**src/rtl/dn_stream_if.sv**
```systemverilog
// dn_stream_if
// Bundles the host-side byte stream handshake and the ROM download bus.
// The loader drives the download bus and the stream ready, so it uses the
// master modport. The host source / ROM consumer side uses the slave modport.
//   in_data[7:0]   stream byte from the host source
//   in_valid       in_data is valid
//   in_ready       loader accepts in_data this cycle
//   dn_addr        ROM write address
//   dn_data[7:0]   ROM write data
//   dn_wr          one-cycle write strobe
//   dn_index[7:0]  target ROM select taken from the packet header
//   dn_download    packet in progress (holds the CPU in reset upstream)
//   done           one-cycle end-of-packet pulse
//   err            sticky oversize flag
interface dn_stream_if #(
    parameter int ADDR_W = 14
);
    logic [7:0]        in_data;
    logic              in_valid;
    logic              in_ready;
    logic [ADDR_W-1:0] dn_addr;
    logic [7:0]        dn_data;
    logic              dn_wr;
    logic [7:0]        dn_index;
    logic              dn_download;
    logic              done;
    logic              err;

    modport master (
        input  in_data, in_valid,
        output in_ready, dn_addr, dn_data, dn_wr, dn_index, dn_download, done, err
    );

    modport slave (
        output in_data, in_valid,
        input  in_ready, dn_addr, dn_data, dn_wr, dn_index, dn_download, done, err
    );
endinterface

```
**src/rtl/dn_stream_loader.sv**
```systemverilog
// dn_stream_loader
// Turns a framed byte stream (index, LEN lo, LEN hi, LEN payload bytes) into
// paced single-cycle ROM write strobes on the download bus.
//   clk_sys  system clock, rising edge
//   reset    asynchronous, active-high
//   bus      dn_stream_if master: stream handshake in, download bus out
// Parameters:
//   ADDR_W   width of dn_addr; one packet can fill 2^ADDR_W bytes (ADDR_W <= 16)
//   WR_GAP   idle cycles forced between accepted payload bytes (>= 1)
module dn_stream_loader #(
    parameter int ADDR_W = 14,
    parameter int WR_GAP = 3
) (
    input  logic        clk_sys,
    input  logic        reset,
    dn_stream_if.master bus
);
    localparam int          GAP_W = $clog2(WR_GAP + 1);
    localparam logic [16:0] CAP   = 17'(2 ** ADDR_W);

    typedef enum logic [2:0] {
        IDLE,
        LEN_LO,
        LEN_HI,
        DATA,
        GAP,
        FIN
    } state_t;

    state_t           state;
    logic [15:0]      len;
    logic [16:0]      cnt;
    logic [GAP_W-1:0] gap_cnt;
    logic             xfer;

    assign xfer = bus.in_valid && bus.in_ready;

    // Packet FSM. in_ready is registered, so every transition also sets the
    // ready value that belongs to the state being entered. cnt is one bit
    // wider than the address so bytes past the ROM capacity can be counted
    // and dropped without wrapping back onto address 0.
    always_ff @(posedge clk_sys or posedge reset) begin
        if (reset) begin
            state           <= IDLE;
            len             <= '0;
            cnt             <= '0;
            gap_cnt         <= '0;
            bus.in_ready    <= 1'b0;
            bus.dn_addr     <= '0;
            bus.dn_data     <= '0;
            bus.dn_wr       <= 1'b0;
            bus.dn_index    <= '0;
            bus.dn_download <= 1'b0;
            bus.done        <= 1'b0;
            bus.err         <= 1'b0;
        end else begin
            bus.dn_wr <= 1'b0;
            bus.done  <= 1'b0;
            case (state)
                IDLE: begin
                    bus.in_ready <= 1'b1;
                    if (xfer) begin
                        bus.dn_index    <= bus.in_data;
                        bus.err         <= 1'b0;
                        bus.dn_download <= 1'b1;
                        state           <= LEN_LO;
                    end
                end
                LEN_LO: begin
                    if (xfer) begin
                        len[7:0] <= bus.in_data;
                        state    <= LEN_HI;
                    end
                end
                LEN_HI: begin
                    if (xfer) begin
                        len[15:8] <= bus.in_data;
                        cnt       <= '0;
                        if ({1'b0, bus.in_data, len[7:0]} > CAP) begin
                            bus.err <= 1'b1;
                        end
                        // An empty packet skips straight to the end pulse.
                        if ({bus.in_data, len[7:0]} == 16'd0) begin
                            bus.in_ready <= 1'b0;
                            state        <= FIN;
                        end else begin
                            state <= DATA;
                        end
                    end
                end
                DATA: begin
                    if (xfer) begin
                        if (cnt < CAP) begin
                            bus.dn_addr <= cnt[ADDR_W-1:0];
                            bus.dn_data <= bus.in_data;
                            bus.dn_wr   <= 1'b1;
                        end
                        cnt          <= cnt + 17'd1;
                        bus.in_ready <= 1'b0;
                        if (cnt + 17'd1 == {1'b0, len}) begin
                            state <= FIN;
                        end else begin
                            gap_cnt <= GAP_W'(WR_GAP);
                            state   <= GAP;
                        end
                    end
                end
                GAP: begin
                    gap_cnt <= gap_cnt - GAP_W'(1);
                    if (gap_cnt == GAP_W'(1)) begin
                        bus.in_ready <= 1'b1;
                        state        <= DATA;
                    end
                end
                FIN: begin
                    // Lands one cycle after the last write strobe, so
                    // dn_download still covers that strobe.
                    bus.done        <= 1'b1;
                    bus.dn_download <= 1'b0;
                    bus.in_ready    <= 1'b1;
                    state           <= IDLE;
                end
                default: begin
                    bus.in_ready <= 1'b0;
                    state        <= IDLE;
                end
            endcase
        end
    end
endmodule

```
**src/flat_wrapper.sv**
```systemverilog
// flat-port wrapper written by rule: the top's interface ports become plain ports
module dn_stream_loader_flat 
#(
    parameter int ADDR_W = 14,
    parameter int WR_GAP = 3
)
  (clk_sys, reset, bus_in_data, bus_in_valid, bus_in_ready, bus_dn_addr, bus_dn_data, bus_dn_wr, bus_dn_index, bus_dn_download, bus_done, bus_err);
  dn_stream_if #(.ADDR_W(ADDR_W)) bus_i ();
  input  logic clk_sys;
  input  logic reset;
  input wire logic [$bits(bus_i.in_data)-1:0] bus_in_data;
  input wire logic [$bits(bus_i.in_valid)-1:0] bus_in_valid;
  output wire logic [$bits(bus_i.in_ready)-1:0] bus_in_ready;
  output wire logic [$bits(bus_i.dn_addr)-1:0] bus_dn_addr;
  output wire logic [$bits(bus_i.dn_data)-1:0] bus_dn_data;
  output wire logic [$bits(bus_i.dn_wr)-1:0] bus_dn_wr;
  output wire logic [$bits(bus_i.dn_index)-1:0] bus_dn_index;
  output wire logic [$bits(bus_i.dn_download)-1:0] bus_dn_download;
  output wire logic [$bits(bus_i.done)-1:0] bus_done;
  output wire logic [$bits(bus_i.err)-1:0] bus_err;
  assign bus_i.in_data = bus_in_data;
  assign bus_i.in_valid = bus_in_valid;
  assign bus_in_ready = bus_i.in_ready;
  assign bus_dn_addr = bus_i.dn_addr;
  assign bus_dn_data = bus_i.dn_data;
  assign bus_dn_wr = bus_i.dn_wr;
  assign bus_dn_index = bus_i.dn_index;
  assign bus_dn_download = bus_i.dn_download;
  assign bus_done = bus_i.done;
  assign bus_err = bus_i.err;
  dn_stream_loader #(.ADDR_W(ADDR_W), .WR_GAP(WR_GAP)) u_core (.clk_sys(clk_sys), .reset(reset), .bus(bus_i));
endmodule
```
**config.mk**
```make
export PLATFORM = sky130hd
export DESIGN_NAME = dn_stream_loader_flat
export DESIGN_NICKNAME = d
export VERILOG_FILES = /design/src/rtl/dn_stream_if.sv /design/src/rtl/dn_stream_loader.sv /design/src/flat_wrapper.sv
export SDC_FILE = /design/constraint.sdc
export NUM_CORES = 1
export LEC_CHECK = 0
export CORE_ASPECT_RATIO = 1.75
export CORE_MARGIN = 1.5
export CORE_UTILIZATION = 35
export CTS_CLUSTER_SIZE = 25
export DETAILED_ROUTE_END_ITERATION = 8
export PLACE_DENSITY = 0.56
export SETUP_SLACK_MARGIN = 0.15
export SLEW_MARGIN = 25
export SYNTH_ARGS = -nofsm -noshare
export SYNTH_HDL_FRONTEND = slang
export SYNTH_SLANG_ARGS = --single-unit
```
**constraint.sdc**
```tcl
create_clock -name clk_sys -period 5.95 [get_ports clk_sys]
set_input_delay 1.19 -clock clk_sys [delete_from_list [all_inputs] [get_ports clk_sys]]
set_output_delay 1.19 -clock clk_sys [all_outputs]
set_load 0.02 [all_outputs]
```
==> results.yml, run 1 <==
run_status:
  outcome: "finished, final reports clean"
yosys:
  synthArstFlopShare_pct: 100
  syn-num-nets: 324
  synth_seq_cells: 73
  yosysWarnings: 0
  synth_cells: 311
  synth_edf_count: 0
  synth_seq_area_share_pct: 51.4
  yosysUniqueCellTypes: 47
  synth_area_um2: 3550
  synthFlopType: "dfrtp_1"
  synth_area_per_cell_um2: 11.4
die:
  io_pins: 46
  rows: 48
  start_util_pct: 36.1
  die_h_um: 136
  dieWidth_um: 79.2
  die_area_um2: 10800
  core_um2: 9850
drt:
  drc: 0
  vias: 2535
  drt_iter0_drc: 141
  routed_wl_um: 8030
  viasPerCell: 5.24
  firstDrtPassIters: 5
  antenna_left: 0
  routedWlPerCell_um: 16.6
global_route:
  grt_pass1_wl_um: 13300
  grt_usage_pct: 16.3
  antenna_found_initial: 0
  grt_overflow: 0
  grt_pass1_vias: 2562
  grt_max_degree: 74
cts:
  postCtsResizedCells: 0
  cts.sinks: 73
  htree_levels: 3
  cts_hold_buf: 0
  cts_tree: "done"
  cts_buffer_depth: 2
  cts_buffers: 9
  clk_latency_ps: 340
  clock-root-buffer: "clkbuf_16"
  cts_setup_buffers: 0
  clk_pin_slew_ps: 60
power_and_ir_drop:
  p_per_area_nw_per_um2: 478
  power_leakage_nw: 1.86
  ir_drop_mv: 0.254
  report.power.total_mw: 2.14
critical_path:
  worstPathArrival_ps: 3530
  rr_endpoint: "u_core.gap_cnt[1]"
  cp.required_ps: 6170
  r2r-start: "u_core.cnt[0]"
  endpoint_kind: "flop"
  critPathLaunch: "bus_in_valid"
  r2r_cells: 7
  reg2reg_slack_ps: 3140
  critPathLaunchType: "input pin"
  critical_path_class: "in2reg"
  critPathMaxFanout: 13
place:
  gp_congestion: 0.834
  dp_cells: 468
  numPortBuffers: 45
  post_dp_cell_area_um2: 4120
  dp_hpwl_um: 5610
timing:
  period_needed_ps: 3310
  tightest_slew_ps: 771
  max_slew_margin_pct: 48.2
  finalCritPeriodShare_pct: 55.6
  clock_skew_ps: 4.62
  hold_viol_final: 0
  finalSetupViolCount: 0
  max_freq_mhz: 302
  grt_setup_unrepaired: "no"
  drv_slew: 0
  hold_ws_ps: 505
  fin_setup_tns_ps: 0
finish:
  area_growth_pct: 26.0
  final_nets: 368
  antenna_cells: 0
  drive_gt1_share_pct: 21.4
  layout_commonest_cell: "dfrtp_1"
  layoutNonFillerInstCount: 484
  stdcell_area_um2: 4480
  mostFrequentLayoutCells: "73 x dfrtp_1, 46 x mux2_2, 45 x clkdlybuf4s50_1"
flow_run:
  drv_cap: 0
hold_path:
  hold_start: "u_core.bus.dn_addr[2]"
  worstHoldPathType: "reg2reg"
  min_path_cells: 1
  holdPathEnd: "u_core.bus.dn_addr[2]"
-- metrics by stage --
step / utilization (%) / setup slack (ps)
6_report: 45.4 / 2640
5_1_grt: 45.4 / 2400
4_1_cts: 45.2 / 2590
3_5_place_dp: 41.9 / 2200
3_3_place_gp: 41.9 / 2270
2_1_floorplan: - / 2910
-- area by class of cell --
type	instances	area [µm²]
fill	967	5370
sequential	73	1830
multi-input combinational	214	1630
timing repair buffer	50	500
clock buffer	9	225
tap	125	156
clock inverter	6	108
inverter	7	26.3
-- worst max path at each step --
stage | endpoint | depth (start not counted)
after global placement | u_core.bus.dn_addr[10] | 7
after floorplan | u_core.bus.dn_addr[0] | 1
after global routing | u_core.len[15] | 6
after CTS | u_core.bus.dn_addr[13] | 7
after detailed placement | u_core.bus.dn_addr[13] | 7
final | u_core.bus.dn_addr[13] | 7
-- cells in the mapped netlist (4+ instances only) --
library cell,n,area share [%]
o21ai_0,23,3.2
nor4_1,5,0.88
nand3_1,10,1.4
a21oi_1,8,1.1
xnor2_1,16,3.9
dfrtp_1,73,51
nand4_1,4,0.70
nor2_1,19,2.0
nor3_1,7,0.99
inv_1,7,0.74
mux2_2,46,15
buf_2,6,0.85
o21bai_1,4,0.85
clkbuf_1,8,0.85
xor2_1,10,2.5
nand2_1,18,1.9
-- metal layers --
layer | wire length [µm] | GRT usage, %
met1 | 3270 | 19.3
met2 | 4330 | 27.8
met3 | 250 | 3.42
met4 | 172 | 7.89
met5 | 0 | 0
-- power by group --
| group | leakage [nW] | internal [mW] | switching, mW | total (mW) |
|---|---|---|---|---|
| clock network | 0.161 | 0.405 | 0.204 | 0.609 |
| registers | 0.927 | 0.651 | 0.141 | 0.793 |
| logic | 0.775 | 0.399 | 0.339 | 0.738 |
| total | 1.86 | 1.46 | 0.684 | 2.14 |
-- registers in the layout, indices dropped and copies added (netlist names) --
signal,cells
u_core.bus.dn_addr,14
u_core.bus.dn_index,8
u_core.bus.dn_wr,1
u_core.state,3
u_core.bus.dn_data,8
u_core.cnt,17
u_core.bus.done,1
u_core.bus.in_ready,1
u_core.bus.dn_download,1
u_core.bus.err,1
u_core.len,16
u_core.gap_cnt,2
-- worst max-delay path, cell delays in order --
cell             delay [ps]
clkdlybuf4s50_1         480
nand2_1                 130
nor2_1                  210
nand3_1                 180
nor4_4                  620
buf_4                   350
mux2_2                  360
-- cells by family (layout without fill, tap and decap cells) --
| logic type | count (synthesis) | in the layout | synth area share (%) |
|---|---|---|---|
| AOI/OAI and AO/OA | 53 | 53 | 9.37 |
| xor gates and xnor gates | 27 | 27 | 7.15 |
| adders and majority gates | 2 | 2 | 0.704 |
| buffers and inverters | 24 | 72 | 2.85 |
| DFF | 73 | 73 | 51.4 |
| muxes | 47 | 47 | 14.9 |
| and+or+nand+nor | 85 | 85 | 13.6 |
Note: power is estimated with default switching activity, not from simulation.
==> run 2, diff against run 1 <==
==> constraint.sdc (replaced) <==
create_clock -name clk_sys -period 3.1 [get_ports clk_sys]
set_input_delay 0.62 -clock clk_sys [delete_from_list [all_inputs] [get_ports clk_sys]]
set_output_delay 0.62 -clock clk_sys [all_outputs]
set_load 0.02 [all_outputs]
==> results.yml, run 2 (synthesis gave the netlist of run 1 again) <==
cts:
  cts_hold_buf: 0
  cts_buffers: 9
  clk_pin_slew_ps: 60
  postCtsResizedCells: 0
  cts.sinks: 73
  cts_setup_buffers: 0
  cts_buffer_depth: 2
  clock-root-buffer: "clkbuf_16"
  htree_levels: 3
  clk_latency_ps: 330
  cts_tree: "done"
finish:
  top_regs: "u_core.cnt: 17 flops, u_core.len: 16 flops, u_core.bus.dn_addr: 14 flops"
  antenna_cells: 0
  layoutNonFillerInstCount: 490
  largest_reg_flops: 17
  layout_commonest_cell: "dfrtp_1"
  area_growth_pct: 26.2
  drive_gt1_share_pct: 22.7
  final_core_util_pct: 45.5
  mostFrequentLayoutCells: "73 x dfrtp_1, 46 x mux2_2, 45 x clkdlybuf4s50_1"
  top_register: "u_core.cnt"
  fillers: 977
  final_nets: 374
hold_path:
  hold_start: "u_core.bus.dn_addr[6]"
  min_path_cells: 1
  worstHoldPathType: "reg2reg"
  holdPathEnd: "u_core.bus.dn_addr[6]"
timing:
  period_needed_ps: 2530
  fin_setup_tns_ps: 0
  drv_slew: 0
  grt_setup_unrepaired: "no"
  hold_ws_ps: 504
  clock_skew_ps: 4.87
  finalSetupViolCount: 0
  tightest_slew_ps: 651
  max_slew_margin_pct: 56.5
  finalCritPeriodShare_pct: 81.5
  max_freq_mhz: 396
  hold_viol_final: 0
  layout_setup_ws_ps: 574
power_and_ir_drop:
  power_leakage_nw: 1.88
  ir_drop_mv: 0.449
  p_per_area_nw_per_um2: 891
global_route:
  grt_pass1_vias: 2574
  grt_overflow: 0
  grt_pass1_wl_um: 13300
  antenna_found_initial: 0
  grt_usage_pct: 16.5
  grt_max_degree: 45
critical_path:
  worstPathArrival_ps: 2730
  cp.required_ps: 3300
  endpoint_kind: "flop"
  reg2reg_slack_ps: 570
  critical_path_class: "reg2reg"
  r2r-start: "u_core.cnt[1]"
  critPathMaxFanout: 13
  rr_endpoint: "u_core.gap_cnt[0]"
  critPathLaunchType: "flop"
  r2r_cells: 7
drt:
  routed_wl_um: 8030
  drt_iter0_drc: 136
  antenna_left: 0
  vias: 2534
  firstDrtPassIters: 4
  viasPerCell: 5.17
  drc: 0
  routedWlPerCell_um: 16.4
flow_run:
  drv_cap: 0
die:
  io_pins: 46
  die_area_um2: 10800
  rows: 48
  start_util_pct: 36.1
  die_h_um: 136
  core_um2: 9850
  dieWidth_um: 79.2
place:
  dp_hpwl_um: 5820
  numPortBuffers: 45
  dp_cells: 475
  gp_congestion: 0.857
  place_ws_ps: 466
run_status:
  outcome: "finished, final reports clean"
==> run 2: cell count changes in the layout (fill, tap and decap cells not counted), sizes merged <==
cell	before	now
buf	5	11
bufinv	3	1
clkbuf	9	10
clkinv	2	3
==> run 2: report_power, final <==
part | internal (mW) | switching [mW] | total, mW
logic | 0.789 | 0.667 | 1.46
registers | 1.25 | 0.261 | 1.51
clock network | 0.638 | 0.391 | 1.03
==> run 2: how the worst max path moves through the flow <==
stage	slack [ps]	to	from	cells after the start
after floorplan	630	u_core.bus.dn_addr[0]	reset	1
after global placement	500	u_core.bus.dn_addr[10]	bus_in_valid	7
after detailed placement	470	u_core.bus.dn_data[3]	bus_in_valid	7
after CTS	540	u_core.gap_cnt[0]	u_core.cnt[1]	7
after global routing	400	u_core.gap_cnt[0]	u_core.cnt[1]	7
final	570	u_core.gap_cnt[0]	u_core.cnt[1]	7
==> run 2: routing by layer <==
metal	vias to the layer above	routed length (µm)	GRT usage (%)
li1	1223	-	-
met2	51	4300	28.3
met1	1245	3310	19.7
met5	-	0	0
met3	15	230	3.42
met4	0	187	6.92
==> run 2: worst max-delay path: stages, from the launching register on <==
cell,delay (ps)
dfrtp_1,440
ha_1,290
nand3_1,360
or4_1,530
o2111ai_1,100
o21ai_0,130
nor4_2,400
o21ai_0,150
==> run 2: layout make-up <==
type	instances	area, µm²	share of cell area, %
Multi-Input combinational cell	214	1630	36.4
Timing Repair Buffer	56	546	12.2
Inverter	7	26.3	0.586
Tap cell	125	156	3.49
Clock inverter	5	56.3	1.26
Sequential cell	73	1830	40.7
Clock buffer	10	239	5.33
==> run 2: through the flow <==
step / cell area, µm² / total power [mW]
finish: 4480 / 4.00
global route: 4480 / 4.24
CTS: 4480 / 4.05
detailed placement: 4190 / 3.00
global placement: 4190 / 2.97
floorplan: 3550 / 2.44
==> run 3, diff against run 2 <==
==> constraint.sdc (replaced) <==
create_clock -name clk_sys -period 2.4 [get_ports clk_sys]
set_input_delay 0.48 -clock clk_sys [delete_from_list [all_inputs] [get_ports clk_sys]]
set_output_delay 0.48 -clock clk_sys [all_outputs]
set_load 0.02 [all_outputs]
==> results.yml, run 3 (synthesis gave the netlist of run 1 again) <==
critical_path:
  worstPathArrival_ps: 2460
  critPathMaxFanout: 3
  critPathLaunchType: "flop"
  endpoint_kind: "flop"
  cp.required_ps: 2670
  critical_path_class: "reg2reg"
cts:
  clk_pin_slew_ps: 60
  cts_hold_buf: 0
  cts_buffer_depth: 2
  cts_buffers: 9
  clk_latency_ps: 330
  clock-root-buffer: "clkbuf_16"
  htree_levels: 3
  cts_tree: "done"
  cts.sinks: 73
drt:
  routed_wl_um: 8370
  drt_iter0_drc: 119
  routedWlPerCell_um: 16.2
  firstDrtPassIters: 4
  vias: 2671
  antenna_left: 0
  viasPerCell: 5.18
  drc: 0
power_and_ir_drop:
  p_per_area_nw_per_um2: 1110
  power_leakage_nw: 2.01
  ir_drop_mv: 0.668
timing:
  finalSetupViolCount: 0
  drv_slew: 0
  clock_skew_ps: 6.28
  fin_setup_tns_ps: 0
  tightest_slew_ps: 566
  hold_ws_ps: 503
  max_slew_margin_pct: 62.0
  max_freq_mhz: 457
  finalCritPeriodShare_pct: 91.2
  period_needed_ps: 2190
  grt_setup_unrepaired: "yes"
  hold_viol_final: 0
finish:
  area.sequential_um2: 1830
  final_nets: 400
  layout_commonest_cell: "dfrtp_1"
  mostFrequentLayoutCells: "70 x dfrtp_1, 46 x mux2_2, 45 x clkdlybuf4s50_1"
  top_register: "u_core.cnt"
  top_regs: "u_core.cnt: 17 flops, u_core.len: 16 flops, u_core.bus.dn_addr: 14 flops"
  fillers: 942
  multiInputGateArea_um2: 1720
  stdcell_area_um2: 4760
  layoutNonFillerInstCount: 516
  area_growth_pct: 34.1
  drive_gt1_share_pct: 30.7
  final_core_util_pct: 48.4
  largest_reg_flops: 17
  antenna_cells: 0
hold_path:
  worstHoldPathType: "reg2reg"
global_route:
  grt_overflow: 0
  grt_max_degree: 74
  grt_usage_pct: 17.1
  grt_pass1_vias: 2736
  grt_pass1_wl_um: 13800
  antenna_found_initial: 0
die:
  dieWidth_um: 79.2
  core_um2: 9850
  die_h_um: 136
  io_pins: 46
  die_area_um2: 10800
  rows: 48
  start_util_pct: 36.1
place:
  gp_congestion: 0.828
  post_dp_cell_area_um2: 4380
  dp_cells: 500
  dp_hpwl_um: 6100
  numPortBuffers: 45
run_status:
  outcome: "finished, final reports clean"
flow_run:
  drv_cap: 0
run 3: layout make-up:
| cell class | instances | area share (%) |
|---|---|---|
| Clock buffer | 9 | 4.73 |
| Clock inverter | 6 | 1.26 |
| Inverter | 7 | 0.630 |
| Multi-Input combinational cell | 214 | 36.0 |
| Sequential cell | 73 | 38.4 |
| Tap cell | 125 | 3.28 |
| Timing Repair Buffer | 82 | 15.6 |
run 3: power breakdown:
part / total [mW] / internal, mW / switching [mW]
Combinational: 2.04 / 1.09 / 0.944
Clock: 1.29 / 0.792 / 0.495
Sequential: 1.95 / 1.62 / 0.338
run 3: worst paths after layout:
| check | start | endpoint | slack, ps | cells past startpoint |
|---|---|---|---|---|
| worst min-delay path | u_core.bus.dn_addr[5] | u_core.bus.dn_addr[5] | 500 | 1 |
| max in group asynchronous | reset | u_core.cnt[11] | 1450 | 3 |
| worst min register to register | u_core.bus.dn_addr[5] | u_core.bus.dn_addr[5] | 500 | 1 |
| worst max register to register | u_core.cnt[1] | u_core.state[0] | 210 | 9 |
| worst max-delay path | u_core.cnt[1] | u_core.state[0] | 210 | 9 |
| min in group asynchronous | reset | u_core.bus.dn_addr[3] | 600 | 3 |
run 3: metal layers:
layer  GRT usage (%)  part of all wire, %  wire length [µm]
met4            8.77                  3.3               278
met2            29.5                   53              4450
met3            3.56                  2.8               237
met1            19.7                   41              3410
met5               0                    0                 0
run 3: per-stage QoR:
stage	setup WS (ps)	power [mW]
after floorplan	357	3.15
after global placement	80.2	3.88
after detailed placement	57.7	3.94
after CTS	158	5.25
after global routing	127	5.58
final	212	5.28
run 3: what timing repair did:
action / CTS / global route
endpoints found under the setup margin: 3 / 3
cloned: 0 / 0
pin swaps: 0 / 6
buffers inserted: 0 / 1
gates resized for setup: 3 / 16
run 3: critical path: stages, from the launching register on:
cell       delay, ps
dfrtp_1          410
ha_4             190
buf_6            110
xnor3_4          260
nand3_4           80
nor4b_4          240
o2111ai_2        160
nor4_2           350
buf_4            190
a41o_1           150
